## config.mk

```make
export PLATFORM = sky130hd
export DESIGN_NAME = ipif_mst_responder
export DESIGN_NICKNAME = d
export VERILOG_FILES = /design/src/rtl/ipif_resp_pkg.sv /design/src/rtl/ipif_resp_regfile.sv /design/src/rtl/ipif_mst_responder.sv
export SDC_FILE = /design/constraint.sdc
export NUM_CORES = 1
export LEC_CHECK = 0
export ABC_AREA = 1
export ABC_CLOCK_PERIOD_IN_PS = 2700
export BUFFER_PORTS_ARGS = -buffer_cell sky130_fd_sc_hd__buf_2
export CORE_MARGIN = 2
export CORE_UTILIZATION = 30
export CTS_BUF_LIST = sky130_fd_sc_hd__clkbuf_4 sky130_fd_sc_hd__clkbuf_8
export DETAILED_ROUTE_END_ITERATION = 6
export PLACE_DENSITY = 0.5
export SLEW_MARGIN = 10
export SYNTH_ARGS = -nofsm -noshare
export SYNTH_HDL_FRONTEND = slang
export SYNTH_SLANG_ARGS = --single-unit
```

## constraint.sdc

```tcl
create_clock -name axi_clk -period 2.7 [get_ports axi_clk]
set_input_delay 0.54 -clock axi_clk [delete_from_list [all_inputs] [get_ports axi_clk]]
set_output_delay 0.54 -clock axi_clk [all_outputs]
set_load 0.01 [all_outputs]
```

## src/rtl/ipif_resp_pkg.sv

```systemverilog
// ipif_resp_pkg: shared types and constants for the IPIF master-command responder.
//   state_t        : command FSM states (IDLE, ACK, WAIT, DATA, CMPLT)
//   CNT_W          : width of the wait counter (covers LATENCY 0..15 plus a 0..7 stall)
//   LFSR_SEED/TAPS : random-stall LFSR (x^16+x^14+x^13+x^11+1, Galois, right-shifting)
//   READ_MISS_DATA : data returned for a read that misses the register window
package ipif_resp_pkg;

   typedef enum logic [2:0] {
      IDLE  = 3'd0,
      ACK   = 3'd1,
      WAIT  = 3'd2,
      DATA  = 3'd3,
      CMPLT = 3'd4
   } state_t;

   localparam int          CNT_W          = 5;
   localparam logic [15:0] LFSR_SEED      = 16'hACE1;
   localparam logic [15:0] LFSR_TAPS      = 16'hB400;
   localparam logic [31:0] READ_MISS_DATA = 32'h0000_0000;

   // One step of the right-shifting Galois LFSR: the bit shifted out
   // decides whether the tap mask is folded back in.
   function automatic logic [15:0] lfsr_step(input logic [15:0] cur);
      return {1'b0, cur[15:1]} ^ (cur[0] ? LFSR_TAPS : 16'h0000);
   endfunction

endpackage

```

## src/rtl/ipif_resp_regfile.sv

```systemverilog
// ipif_resp_regfile: NUM_REGS x 32-bit register file behind the IPIF responder.
//   clk, rst  : clock and synchronous active-high reset (clears every register)
//   wr_en     : write strobe; wr_idx/wr_be/wr_data sampled on the same edge
//   wr_be     : per-byte write mask, byte k written iff wr_be[k]
//   rd_idx    : combinational read index -> rd_data
//   regs_out  : flat register contents, register i at [32*i +: 32]
//   wr_pulse  : one-cycle pulse on the written index, aligned with the new value
module ipif_resp_regfile #(
   parameter int NUM_REGS = 16,
   parameter int IDX_W    = 4
) (
   input  logic                  clk,
   input  logic                  rst,
   input  logic                  wr_en,
   input  logic [IDX_W-1:0]      wr_idx,
   input  logic [3:0]            wr_be,
   input  logic [31:0]           wr_data,
   input  logic [IDX_W-1:0]      rd_idx,
   output logic [31:0]           rd_data,
   output logic [NUM_REGS*32-1:0] regs_out,
   output logic [NUM_REGS-1:0]   wr_pulse
);

   logic [31:0]         words [NUM_REGS];
   logic [NUM_REGS-1:0] wr_pulse_reg;

   genvar gi;
   generate
      for (gi = 0; gi < NUM_REGS; gi++) begin : g_reg
         logic [31:0] word_reg;

         always_ff @(posedge clk) begin
            if (rst) begin
               word_reg <= '0;
            end else if (wr_en && (wr_idx == IDX_W'(gi))) begin
               for (int b = 0; b < 4; b++) begin
                  if (wr_be[b]) word_reg[8*b +: 8] <= wr_data[8*b +: 8];
               end
            end
         end

         assign words[gi]              = word_reg;
         assign regs_out[32*gi +: 32]  = word_reg;
      end
   endgenerate

   always_ff @(posedge clk) begin
      if (rst) begin
         wr_pulse_reg <= '0;
      end else begin
         wr_pulse_reg <= '0;
         if (wr_en) wr_pulse_reg[wr_idx] <= 1'b1;
      end
   end

   assign rd_data  = words[rd_idx];
   assign wr_pulse = wr_pulse_reg;

endmodule

```

## src/rtl/ipif_mst_responder.sv

```systemverilog
// ipif_mst_responder: target-side responder for the 32-bit IPIF master command
// interface. Accepts single-beat reads/writes, answers CmdAck -> (LATENCY wait)
// -> data phase -> Cmplt/Error, and backs a byte-maskable register file.
//   axi_clk, rst                 : clock, synchronous active-high reset
//   IP2Bus_MstRd_Req/MstWr_Req   : command requests (read wins if both high)
//   IP2Bus_Mst_Addr/BE           : byte address, write byte enables
//   IP2Bus_Mst_Lock              : accepted, no effect
//   IP2Bus_Mst_Reset             : soft abort back to IDLE, no Cmplt
//   Bus2IP_Mst_CmdAck/Cmplt/Error: registered handshake pulses
//   Bus2IP_MstRd_d/src_rdy_n     : one-cycle read data phase
//   IP2Bus_MstWr_d/dst_rdy_n     : one-cycle write data phase
//   regs_out, wr_pulse           : flat register export and write strobes
// Build option: IPIF_RESP_RAND_STALL_EN adds 0..7 LFSR-drawn wait cycles.
module ipif_mst_responder
   import ipif_resp_pkg::*;
#(
   parameter logic [31:0] BASE_ADDR = 32'h0000_0000,
   parameter int          NUM_REGS  = 16,
   parameter int          LATENCY   = 2
) (
   input  logic                   axi_clk,
   input  logic                   rst,
   input  logic                   IP2Bus_MstRd_Req,
   input  logic                   IP2Bus_MstWr_Req,
   input  logic [31:0]            IP2Bus_Mst_Addr,
   input  logic [3:0]             IP2Bus_Mst_BE,
   input  logic                   IP2Bus_Mst_Lock,
   input  logic                   IP2Bus_Mst_Reset,
   output logic                   Bus2IP_Mst_CmdAck,
   output logic                   Bus2IP_Mst_Cmplt,
   output logic                   Bus2IP_Mst_Error,
   output logic                   Bus2IP_Mst_Rearbitrate,
   output logic                   Bus2IP_Mst_Timeout,
   output logic [31:0]            Bus2IP_MstRd_d,
   output logic                   Bus2IP_MstRd_src_rdy_n,
   input  logic [31:0]            IP2Bus_MstWr_d,
   output logic                   Bus2IP_MstWr_dst_rdy_n,
   output logic [NUM_REGS*32-1:0] regs_out,
   output logic [NUM_REGS-1:0]    wr_pulse
);

   localparam int IDX_W = $clog2(NUM_REGS);

   state_t           state_reg, state_next;
   logic [CNT_W-1:0] cnt_reg, cnt_next, wait_total;
   logic             read_reg, hit_reg;
   logic [IDX_W-1:0] idx_reg;
   logic [3:0]       be_reg;

   logic             ack_reg, ack_next, cmplt_reg, cmplt_next, err_reg, err_next;
   logic             src_rdy_n_reg, src_rdy_n_next, dst_rdy_n_reg, dst_rdy_n_next;
   logic [31:0]      rd_d_reg, rd_d_next, rf_rd_data;
   logic             take_cmd, take_read, enter_data, wr_en;

   // Address decode on the live bus; the result is latched with the command.
   logic [31:0]      off;
   logic             addr_hit;
   logic [IDX_W-1:0] addr_idx;
   logic             unused_bits;

   assign off         = IP2Bus_Mst_Addr - BASE_ADDR;
   assign addr_hit    = (IP2Bus_Mst_Addr[1:0] == 2'b00) && (off[31:2] < 30'(NUM_REGS));
   assign addr_idx    = off[2 +: IDX_W];
   assign unused_bits = ^{IP2Bus_Mst_Lock, off[1:0]};

`ifdef IPIF_RESP_RAND_STALL_EN
   logic [15:0] lfsr_reg;

   always_ff @(posedge axi_clk) begin
      if (rst) lfsr_reg <= LFSR_SEED;
      else     lfsr_reg <= lfsr_step(lfsr_reg);
   end

   // Draw taken in ACK, i.e. on entry to the wait phase.
   assign wait_total = CNT_W'(LATENCY) + CNT_W'(lfsr_reg[2:0]);
`else
   assign wait_total = CNT_W'(LATENCY);
`endif

   // Next-state and next-output logic; outputs are registered from these.
   always_comb begin
      state_next     = state_reg;
      cnt_next       = cnt_reg;
      ack_next       = 1'b0;
      cmplt_next     = 1'b0;
      err_next       = 1'b0;
      rd_d_next      = '0;
      src_rdy_n_next = 1'b1;
      dst_rdy_n_next = 1'b1;
      take_cmd       = 1'b0;
      take_read      = 1'b0;
      enter_data     = 1'b0;

      if (IP2Bus_Mst_Reset) begin
         state_next = IDLE;
      end else begin
         case (state_reg)
            IDLE: begin
               if (IP2Bus_MstRd_Req || IP2Bus_MstWr_Req) begin
                  take_cmd   = 1'b1;
                  take_read  = IP2Bus_MstRd_Req;
                  state_next = ACK;
                  ack_next   = 1'b1;
               end
            end
            ACK: begin
               if (wait_total == '0) begin
                  enter_data = 1'b1;
               end else begin
                  state_next = WAIT;
                  cnt_next   = wait_total;
               end
            end
            WAIT: begin
               if (cnt_reg == CNT_W'(1)) enter_data = 1'b1;
               else                      cnt_next   = cnt_reg - CNT_W'(1);
            end
            DATA: begin
               state_next = CMPLT;
               cmplt_next = 1'b1;
               err_next   = ~hit_reg;
            end
            CMPLT: begin
               state_next = IDLE;
            end
            default: begin
               state_next = IDLE;
            end
         endcase

         if (enter_data) begin
            state_next = DATA;
            if (read_reg) begin
               src_rdy_n_next = 1'b0;
               rd_d_next      = hit_reg ? rf_rd_data : READ_MISS_DATA;
            end else begin
               dst_rdy_n_next = 1'b0;
            end
         end
      end
   end

   always_ff @(posedge axi_clk) begin
      if (rst) state_reg <= IDLE;
      else     state_reg <= state_next;
   end

   always_ff @(posedge axi_clk) begin
      if (rst) begin
         cnt_reg       <= '0;
         read_reg      <= 1'b0;
         hit_reg       <= 1'b0;
         idx_reg       <= '0;
         be_reg        <= '0;
         ack_reg       <= 1'b0;
         cmplt_reg     <= 1'b0;
         err_reg       <= 1'b0;
         rd_d_reg      <= '0;
         src_rdy_n_reg <= 1'b1;
         dst_rdy_n_reg <= 1'b1;
      end else begin
         cnt_reg       <= cnt_next;
         ack_reg       <= ack_next;
         cmplt_reg     <= cmplt_next;
         err_reg       <= err_next;
         rd_d_reg      <= rd_d_next;
         src_rdy_n_reg <= src_rdy_n_next;
         dst_rdy_n_reg <= dst_rdy_n_next;
         if (take_cmd) begin
            read_reg <= take_read;
            hit_reg  <= addr_hit;
            idx_reg  <= addr_idx;
            be_reg   <= IP2Bus_Mst_BE;
         end
      end
   end

   // Write data is sampled on the edge that closes the data phase; an abort
   // arriving in that same cycle cancels the write.
   assign wr_en = (state_reg == DATA) && !read_reg && hit_reg && !IP2Bus_Mst_Reset;

   ipif_resp_regfile #(
      .NUM_REGS (NUM_REGS),
      .IDX_W    (IDX_W)
   ) u_regfile (
      .clk      (axi_clk),
      .rst      (rst),
      .wr_en    (wr_en),
      .wr_idx   (idx_reg),
      .wr_be    (be_reg),
      .wr_data  (IP2Bus_MstWr_d),
      .rd_idx   (idx_reg),
      .rd_data  (rf_rd_data),
      .regs_out (regs_out),
      .wr_pulse (wr_pulse)
   );

   assign Bus2IP_Mst_CmdAck      = ack_reg;
   assign Bus2IP_Mst_Cmplt       = cmplt_reg;
   assign Bus2IP_Mst_Error       = err_reg;
   assign Bus2IP_Mst_Rearbitrate = 1'b0;
   assign Bus2IP_Mst_Timeout     = 1'b0;
   assign Bus2IP_MstRd_d         = rd_d_reg;
   assign Bus2IP_MstRd_src_rdy_n = src_rdy_n_reg;
   assign Bus2IP_MstWr_dst_rdy_n = dst_rdy_n_reg;

endmodule

```

==> results.ini, run 1 <==
[run_status]
run_status = finished clean

[yosys]
synth.most_common_cell = nand2_1
ys.warnings.count = 0
synthArstFlopShare_pct = 0
syn_inst = 4167
ys.flop_type = dfxtp_1
synthTopCellsByArea = dfxtp_1, nand2_1, nand4_1
synth_cell_types = 26
yosysTopAreaCellShare_pct = 42.2
netlist_top_cells_count = nand2_1, dfxtp_1, a21oi_1
yosys.area.top_type = dfxtp_1
synth-seq-area-share_pct = 42.2
avgSynthCellArea_um2 = 6.63
netlist_area_um2 = 27600
synth_edf_count = 0
ys_seq_elements = 583

[clock_tree]
cts_root_buf = clkbuf_8
cts_tree = built
h-tree-depth = 3
clock_latency_ps = 780
cts_buffers = 110
cts.sinks = 583
clock_path_buffers = 3
postCtsSetupRepairBufs = 0
clk_pin_slew_ps = 60

[detailed_routing]
avgRoutedWirePerCell_um = 22.8
drt_iter0_drc = 2747
antenna_left = 0
wl_mm = 135
vias = 31300
drc = 0
drt-pass1-iter-count = 5
viasPerCell = 5.30

[timing]
drv_slew = 0
tightest_slew_ps = 1180
tns_ps = 0
fmax_mhz = 425
hold_viol_final = 0
setup_viol_count_final = 0
rsz0062_at_grt = no
fin_skew_ps = 28.9
finalCritPeriodShare_pct = 87.2
maxSlewHeadroom_pct = 21.0
fin_crit_ps = 2350
fin_ws_ps = 346

[power_and_ir_drop]
cellPowerDensity_nw_per_um2 = 572
p_leak_nw = 15.1
ir_worst_vdd_uv = 338

[global_route]
gr-total-overflow = 0
grt_max_degree = 187
grt_pass1_vias = 29200
antenna_found_initial = 1
grtUsageTotal_pct = 27.4
grt_pass1_wl_mm = 196

[placement]
gp_congestion = 0.875
dpl.hpwl_mm = 93.8
dp_cells = 5713
pre_cts_ws_ps = 158
port_buffers = 637

[floorplanning]
die_area_um2 = 94500
io_pins = 641
fp-row-count = 111
die_w_um = 307
coreArea_um2 = 91500
die_h_um = 307
initial_utilization_pct = 30.2

[finish]
final_cells = 5915
area_growth_pct = 24.1
largest_reg_flops = 512
drive_gt1_share_pct = 21.0
fin_nets = 4722
n_fill_cell = 9968
multi_input_area_um2 = 14100
ff_latch_area_um2 = 11700

[critical_path]
crit_required_ps = 3300
critPathArrivalTime_ps = 2950
worstSetupEndpointType = register
cp_max_fo = 15
crit_type = register to register
worstSetupStartpointType = register

[worst_hold_path]
hold_class = primary input to register

[job]
maxCapViolations = 0

through the flow:
step | hold WS [ps] | instance area, µm² | total power, mW | util [%]
floorplan | 391 | 27600 | 9.71 | -
global placement | 440 | 31900 | 10.4 | 34.9
detailed placement | 433 | 31900 | 10.4 | 34.9
CTS | 10.5 | 34300 | 19.8 | 37.5
global route | 72.9 | 34300 | 20.2 | 37.5
finish | 91.9 | 34300 | 19.6 | 37.5
power breakdown:
| part | total [mW] | internal, mW | switching [mW] |
|---|---|---|---|
| clock network | 9.37 | 5.24 | 4.13 |
| registers | 8.70 | 8.62 | 0.0824 |
| logic | 1.53 | 0.261 | 1.27 |
| total | 19.6 | 14.1 | 5.48 |
cells in the final DEF, fill, tap and decap left out, types with 11 or more instances in the layout:
cell type,n
clkbuf_8,130
nor2_1,103
nand2_1,1882
buf_12,30
nand3_1,75
nand4_1,515
clkbuf_4,44
buf_2,636
nor4_1,16
inv_1,17
a21oi_1,525
clkinv_2,11
dfxtp_1,577
buf_4,96
cell type report:
type	count	share of cell area [%]
inverter	22	0.270
tap	1186	4.33
clock inverter	20	0.584
timing repair buffer	770	13.4
multi-input combinational	3159	41.1
sequential	583	34.1
antenna	1	0.00730
clock buffer	174	6.18
timing repair:
item | 4_1_cts | 5_1_grt
resized for setup | 0 | 0
hold buffers | 7 | 0
setup endpoints to repair | 0 | 0
hold endpoints to repair | 7 | 0
layer usage:
| metal | track usage (%) | routed length (µm) |
|---|---|---|
| met2 | 45.9 | 65100 |
| met4 | 11.0 | 5140 |
| met1 | 34.0 | 54500 |
| met5 | 0 | 0 |
| met3 | 5.82 | 10000 |
worst paths after layout:
path                                 from                                          end  slack [ps]  cells past startpoint
setup reg to reg  idx_reg[0]$_SDFFE_PP0P_  u_regfile.g_reg[3].word_reg[5]$_SDFFE_PP0P_         350                      6
setup / recovery  idx_reg[0]$_SDFFE_PP0P_  u_regfile.g_reg[3].word_reg[5]$_SDFFE_PP0P_         350                      6
hold / removal           IP2Bus_Mst_BE[3]                       be_reg[3]$_SDFFE_PP0P_          90                      3
hold reg to reg     read_reg$_SDFFE_PP0P_            Bus2IP_MstRd_src_rdy_n$_SDFF_PP1_         460                      1
critical path, stage by stage, from the launching register on:
cell and delay, ps:
dfxtp_4 560, nand2_2 310, nor2_2 480, buf_4 230, nand3_1 350, nand2_1 160
a21oi_1 70
kinds of logic after synthesis:
| group | after synthesis | synth area share, % |
|---|---|---|
| AOI/OAI and AO/OA | 535 | 9.69 |
| buffers and inverters | 426 | 6.71 |
| and+or+nand+nor | 2619 | 41.2 |
| xor gates and xnor gates | 1 | 0.0317 |
| DFF | 583 | 42.2 |
| other | 1 | 0.0136 |
| adders and majority gates | 2 | 0.0906 |
Power figures use the tool's default switching activity.
==> inputs of run 2 (changes only) <==
Settings changed: ABC_CLOCK_PERIOD_IN_PS 2700 to 3000.
Clock period 2.7 ns to 3 ns, I/O delays scaled along.
==> run 2 against run 1 <==
Against the previous run:
- final cell count about the same
- count of clock-buffer cells in the layout increased by 10
- via count increased by 0.68%
- non-clock buffer count decreased by 2
- first-iteration DRC count increased by 4.8%
- global-route usage increased by 0.28 points
- clock skew increased by 17 ps
- flip-flop and latch count unchanged
==> results.ini, run 2 (same netlist as run 1, synthesis figures left out) <==
[detailed_routing]
viasPerCell = 5.33  ; +0.65%
avgRoutedWirePerCell_um = 23.0  ; +1.1%
drc = 0  ; unchanged
wl_mm = 136  ; +1.1%
drt-pass1-iter-count = 6  ; +1
antenna_left = 0  ; unchanged
drt_iter0_drc = 2878  ; +4.8%
vias = 31500  ; +0.68%

[clock_tree]
cts.sinks = 583  ; unchanged
h-tree-depth = 3  ; unchanged
cts_tree = built
clock_path_buffers = 3  ; unchanged
postCtsSetupRepairBufs = 0  ; unchanged
cts_root_buf = clkbuf_8
clock_latency_ps = 780  ; about the same
cts_hold_buf = 0  ; -7
clk_pin_slew_ps = 60  ; about the same
post_cts_resized = 0  ; unchanged
cts_buffers = 111  ; +0.91%

[critical_path]
max_stage_delay_ps = 610  ; +50 ps
path_cells = inv_8 > nand2_4 > nor2_2 > nand3_1 > nand2_1 > a21oi_1
endpoint = u_regfile.g_reg[10].word_reg[19]$_SDFFE_PP0P_
critical_path_cell_count = 6  ; unchanged
path_buf_inv = 1  ; unchanged
worstSetupStartpointType = register
r2r_end = u_regfile.g_reg[10].word_reg[19]$_SDFFE_PP0P_
cp-startpoint = idx_reg[0]$_SDFFE_PP0P_
crit_type = register to register
rr_worst_depth = 6  ; unchanged
cp_max_fo = 56  ; +41
worstSetupEndpointType = register
r2r_setup_slack_ps = 460  ; +110 ps
timing.rr.start = idx_reg[0]$_SDFFE_PP0P_
cp_slowest_cell = nor2_2
path_delay_family = simple AND/OR/NAND/NOR gates
crit_required_ps = 3600  ; +300 ps
critPathArrivalTime_ps = 3150  ; +200 ps

[finish]
final_area_um2 = 34300  ; +0.11%
final_cells = 5917  ; +0.034%
fin_nets = 4721  ; -0.021%
utilization_pct = 37.5  ; +0.041 points
drive_gt1_share_pct = 21.2  ; +0.18 points
n_fill_cell = 10100  ; +1.0%
area_growth_pct = 24.3
largest_reg_flops = 512  ; unchanged
final_common_cell = nand2_1
final_cell_mix = nand2_1, buf_2, dfxtp_1, a21oi_1, nand4_1

[placement]
dp_cells = 5718  ; +0.088%
port_buffers = 637  ; unchanged
placed_area_um2 = 31900  ; -0.12%
dpl.hpwl_mm = 94.4  ; +0.69%
gp_congestion = 0.865  ; -1.1%

[timing]
tns_ps = 0  ; unchanged
rsz0062_at_grt = no
fmax_mhz = 394  ; -7.3%
finalCritPeriodShare_pct = 84.7  ; -2.5 points
tightest_slew_ps = 1190  ; +1.53 ps
fin_skew_ps = 46.2  ; +17.3 ps
drv_slew = 0  ; unchanged
hold_viol_final = 0  ; unchanged
maxSlewHeadroom_pct = 20.9  ; -0.10 points
fin_crit_ps = 2540  ; +187 ps
setup_viol_count_final = 0  ; unchanged

[global_route]
grt_pass1_vias = 29800  ; +2.1%
grt_pass1_wl_mm = 198  ; +1.0%
grtUsageTotal_pct = 27.6  ; +0.28 points
antenna_found_initial = 1  ; unchanged
gr-total-overflow = 0  ; unchanged
grt_max_degree = 189  ; +1.1%

[floorplanning]
die_h_um = 307  ; unchanged
initial_utilization_pct = 30.2  ; unchanged
die_w_um = 307  ; unchanged
fp-row-count = 111  ; unchanged
io_pins = 641  ; unchanged
coreArea_um2 = 91500  ; unchanged
die_area_um2 = 94500  ; unchanged

[worst_hold_path]
hold_class = primary input to register

[power_and_ir_drop]
ir_worst_vdd_uv = 320  ; -5.3%
p_leak_nw = 15.1  ; +0.33%
cellPowerDensity_nw_per_um2 = 524  ; -8.3%

[job]
maxCapViolations = 0  ; unchanged

[run_status]
run_status = finished clean

run 2: power by group:
part / switching [mW] / leakage (nW) / total (mW) / internal [mW]
clock network: 3.72 / 1.31 / 8.81 / 5.09
logic: 1.13 / 9.14 / 1.33 / 0.201
registers: 0.0861 / 4.70 / 7.85 / 7.76
total: 4.94 / 15.1 / 18.0 / 13.0
run 2: area by class of cell:
class	instances	area, µm²	area share [%]
Tap cell	1186	1480	4.32
Multi-Input combinational cell	3159	14100	41.1
Clock inverter	14	195	0.569
Clock buffer	184	2270	6.61
Sequential cell	583	11700	34.1
Inverter	22	92.6	0.270
Timing Repair Buffer	768	4480	13.1
Antenna cell	1	2.50	0.00729
run 2: worst min-delay path: cells and delay by family:
kind	cells	cell delay (ps)
compound gates	1	110
buf+inv	1	80
simple gates	1	50
run 2: routing by layer:
| metal | global-route usage [%] | share of wire, % |
|---|---|---|
| met4 | 12.1 | 4.2 |
| met1 | 34.3 | 41 |
| met5 | 0 | 0 |
| met2 | 45.6 | 47 |
| met3 | 6.45 | 7.6 |
run 2: how the worst min path moves through the flow:
stage,start,to,slack (ps),cells after the start
floorplan,read_reg$_SDFFE_PP0P_,Bus2IP_MstRd_src_rdy_n$_SDFF_PP1_,390,1
detailed placement,read_reg$_SDFFE_PP0P_,Bus2IP_MstRd_src_rdy_n$_SDFF_PP1_,420,1
global route,IP2Bus_Mst_BE[0],be_reg[0]$_SDFFE_PP0P_,60,3
global placement,read_reg$_SDFFE_PP0P_,Bus2IP_MstRd_src_rdy_n$_SDFF_PP1_,420,1
CTS,IP2Bus_MstWr_Req,state_reg[0]$_SDFFE_PP0P_,7,3
finish,IP2Bus_MstWr_Req,state_reg[0]$_SDFFE_PP0P_,100,3
run 2: metrics by stage:
| step | power, mW | hold WS, ps | setup slack (ps) |
|---|---|---|---|
| 3_5_place_dp | 9.32 | 422 | 424 |
| 2_1_floorplan | 8.74 | 391 | 1330 |
| 4_1_cts | 18.1 | 7.18 | 485 |
| 3_3_place_gp | 9.33 | 423 | 428 |
| 6_report | 18.0 | 96.0 | 460 |
| 5_1_grt | 18.5 | 55.1 | 307 |
==> inputs of run 3 (changes only) <==
Settings changed: ABC_AREA 1 to 0, ABC_CLOCK_PERIOD_IN_PS 3000 to 2300, PLACE_DENSITY 0.5 to 0.52.
Clock period 3 ns to 2.3 ns, I/O delays scaled along.
==> run 3 against run 2 <==
Against the previous run:
- power rose by 20%
- non-clock buffer count fell by 38
- setup slack got worse by 360 ps
- core utilization rose by 1.3 points
- clock skew fell by 11 ps
- sequential power rose by 30%
- sequential share of layout area rose by 2.0 points
- global-route usage fell by 7.2 points
- clock power rose by 18%
- die area fell by 8.4%
- critical endpoint is now idx_reg[2]$_SDFFE_PP0P_
==> results.ini, run 3 <==
[clock_tree]
cts_buffers = 105  ; -5.4%
clk_pin_slew_ps = 60  ; about the same
postCtsSetupRepairBufs = 0  ; unchanged
clock_path_buffers = 3  ; unchanged
h-tree-depth = 3  ; unchanged
cts_root_buf = clkbuf_8
clock_latency_ps = 700  ; -80 ps
cts.sinks = 583  ; unchanged
cts_tree = built
cts_hold_buf = 13  ; +13
post_cts_resized = 0  ; unchanged

[yosys]
synth_edf_count = 0  ; unchanged
ys_seq_elements = 583  ; unchanged
synthArstFlopShare_pct = 0  ; unchanged
avgSynthCellArea_um2 = 11.5  ; +74%
synth-seq-area-share_pct = 46.2  ; +3.9 points
netlist_area_um2 = 25300  ; -8.5%
yosys.area.top_type = dfxtp_1
syn_inst = 2194  ; -47%
ys.flop_type = dfxtp_1
netlist_top_cells_count = mux2i_1, dfxtp_1, nor2_1
synth_cell_types = 50  ; +92%
yosysTopAreaCellShare_pct = 46.2  ; +3.9 points
synthTopCellsByArea = dfxtp_1, mux2i_1, mux4_2
ys.warnings.count = 0  ; unchanged
synth.most_common_cell = mux2i_1

[placement]
placed_area_um2 = 30000  ; -5.9%
dpl.hpwl_mm = 65.3  ; -31%
gp_congestion = 0.831  ; -4.0%
port_buffers = 637  ; unchanged

[detailed_routing]
drt_iter0_drc = 1067  ; -63%
drt-pass1-iter-count = 5  ; -1
vias = 20100  ; -36%
viasPerCell = 4.99  ; -6.3%
antenna_left = 0  ; unchanged
drc = 0  ; unchanged
avgRoutedWirePerCell_um = 22.9  ; -0.84%
wl_mm = 91.8  ; -33%

[floorplanning]
initial_utilization_pct = 30.3  ; +0.068 points
fp-row-count = 106  ; -4.5%
die_w_um = 294  ; -4.3%
coreArea_um2 = 83600  ; -8.7%
die_h_um = 294  ; -4.3%
die_area_um2 = 86600  ; -8.4%
io_pins = 641  ; unchanged

[power_and_ir_drop]
ir_worst_vdd_uv = 359  ; +12%
p_leak_nw = 17.4  ; +15%
seq_power_share_pct = 46.9  ; +3.3 points
power.switching_mw = 5.12  ; +3.7%
p_int_mw = 16.5  ; +27%
pwr-share-comb_pct = 4.9  ; -2.5 points
cellPowerDensity_nw_per_um2 = 668  ; +27%
p_clk_share_pct = 48.2  ; -0.8 points
p_sw_share_pct = 23.7  ; -3.8 points

[critical_path]
path_cells = dlygate4sd3_1 > buf_2 > or3_1 > nor3_2 > buf_4 > mux2i_1 > nor2_1 > dlygate4sd3_1
cp_max_fo = 7  ; -88%
crit_type = primary input to register
cpMostUsedCell = dlygate4sd3_1
worstSetupEndpointType = register
worstSetupStartpointType = primary input
crit_required_ps = 2870  ; -730 ps
cp_slowest_cell = dlygate4sd3_1
critPathArrivalTime_ps = 2770  ; -380 ps
max_stage_delay_ps = 570  ; -40 ps

[global_route]
grtUsageTotal_pct = 20.4  ; -7.2 points
grt_pass1_vias = 19900  ; -33%
antenna_found_initial = 1  ; unchanged
grt_pass1_wl_mm = 134  ; -33%
gr-total-overflow = 0  ; unchanged
grt_max_degree = 124  ; -34%

[timing]
tightest_slew_ps = 584  ; -602 ps
hold_viol_final = 0  ; unchanged
fmax_mhz = 455
finalCritPeriodShare_pct = 95.5
fin_crit_ps = 2200
drv_slew = 0  ; unchanged
maxSlewHeadroom_pct = 61.1  ; +40 points
fin_skew_ps = 35.2  ; -11.0 ps
rsz0062_at_grt = no
tns_ps = 0  ; unchanged
setup_viol_count_final = 0  ; unchanged

[finish]
drive_gt1_share_pct = 38.0  ; +17 points
fin_nets = 2935  ; -38%
area_growth_pct = 28.2
final_area_um2 = 32400  ; -5.6%
largest_reg_flops = 512  ; unchanged
utilization_pct = 38.8  ; +1.3 points
final_cell_mix = buf_2, mux2i_1, dfxtp_1, nor2_1, clkbuf_8
final_common_cell = buf_2

[job]
maxCapViolations = 0  ; unchanged

[run_status]
run_status = finished clean

[worst_hold_path]
hold_class = primary input to register

==> run 3: cell count changes in the layout (fill, tap and decap cells not counted), moves of 128 or more <==
cell	before	now
a21oi_1	525	4
mux2i_1	0	584
mux4_2	0	128
nand2_1	1882	3
nand4_1	515	1
nor2_1	103	546
==> run 3: power groups by stage <==
stage	combinational (mW)	sequential, mW	clock (mW)
2_1_floorplan	0.645	10.4	0
5_1_grt	1.12	10.2	11.2
3_3_place_gp	1.03	10.4	0
4_1_cts	1.06	10.2	10.8
6_report	1.05	10.2	10.4
3_5_place_dp	1.04	10.4	0
==> run 3: routing by layer <==
| metal | track usage (%) | vias up | routed length [µm] |
|---|---|---|---|
| met1 | 25.7 | 10000 | 38200 |
| li1 | - | 9161 | - |
| met2 | 34.7 | 741 | 45400 |
| met3 | 3.99 | 166 | 5520 |
| met5 | 0 | - | 0 |
| met4 | 7.37 | 0 | 2800 |
==> run 3: final timing paths <==
kind	startpoint	to	cells after the start	slack (ps)
setup reg to reg	state_reg[0]$_SDFFE_PP0P_	idx_reg[2]$_SDFFE_PP0P_	6	150
setup / recovery	IP2Bus_Mst_Reset	idx_reg[2]$_SDFFE_PP0P_	8	100
hold / removal	IP2Bus_MstWr_Req	read_reg$_SDFFE_PP0P_	4	110
hold reg to reg	u_regfile.g_reg[7].word_reg[21]$_SDFFE_PP0P_	u_regfile.g_reg[7].word_reg[21]$_SDFFE_PP0P_	2	510
==> run 3: cells by family (layout without fill, tap and decap cells) <==
| family | after synthesis | count (layout) | synth area share [%] |
|---|---|---|---|
| other cells | 1 | 5 | 0.0148 |
| compound gates | 43 | 43 | 1.06 |
| fa+ha+maj | 2 | 2 | 0.0990 |
| flops | 583 | 583 | 46.2 |
| simple gates | 675 | 675 | 14.7 |
| mux | 712 | 712 | 34.5 |
| xor+xnor | 1 | 1 | 0.0347 |
| buf+inv | 177 | 918 | 3.43 |
==> run 3: layout make-up <==
class,count,area (µm²)
flip-flops and latches,583,11700
repair buffers,730,4300
multi-input cells,1435,12800
inverters,4,15.0
clock buffers,169,2110
clock inverters,15,170
diodes,3,7.51
fillers,8243,51100
well taps,1080,1350
==> run 3: stage by stage <==
step	power (mW)	instances	hold WS, ps	setup WS, ps
floorplan	11.0	2195	473	564
global placement	11.4	3819	488	41.7
CTS	22.0	4016	2.09	164
finish	21.6	4019	107	102
detailed placement	11.4	3819	507	23.4
global route	22.5	4017	82.6	71.4
==> run 3: critical path, delay by kind of cell <==
| family | cells | cell delay [ps] |
|---|---|---|
| simple gates | 3 | 640 |
| buf+inv | 4 | 1460 |
| mux | 1 | 200 |
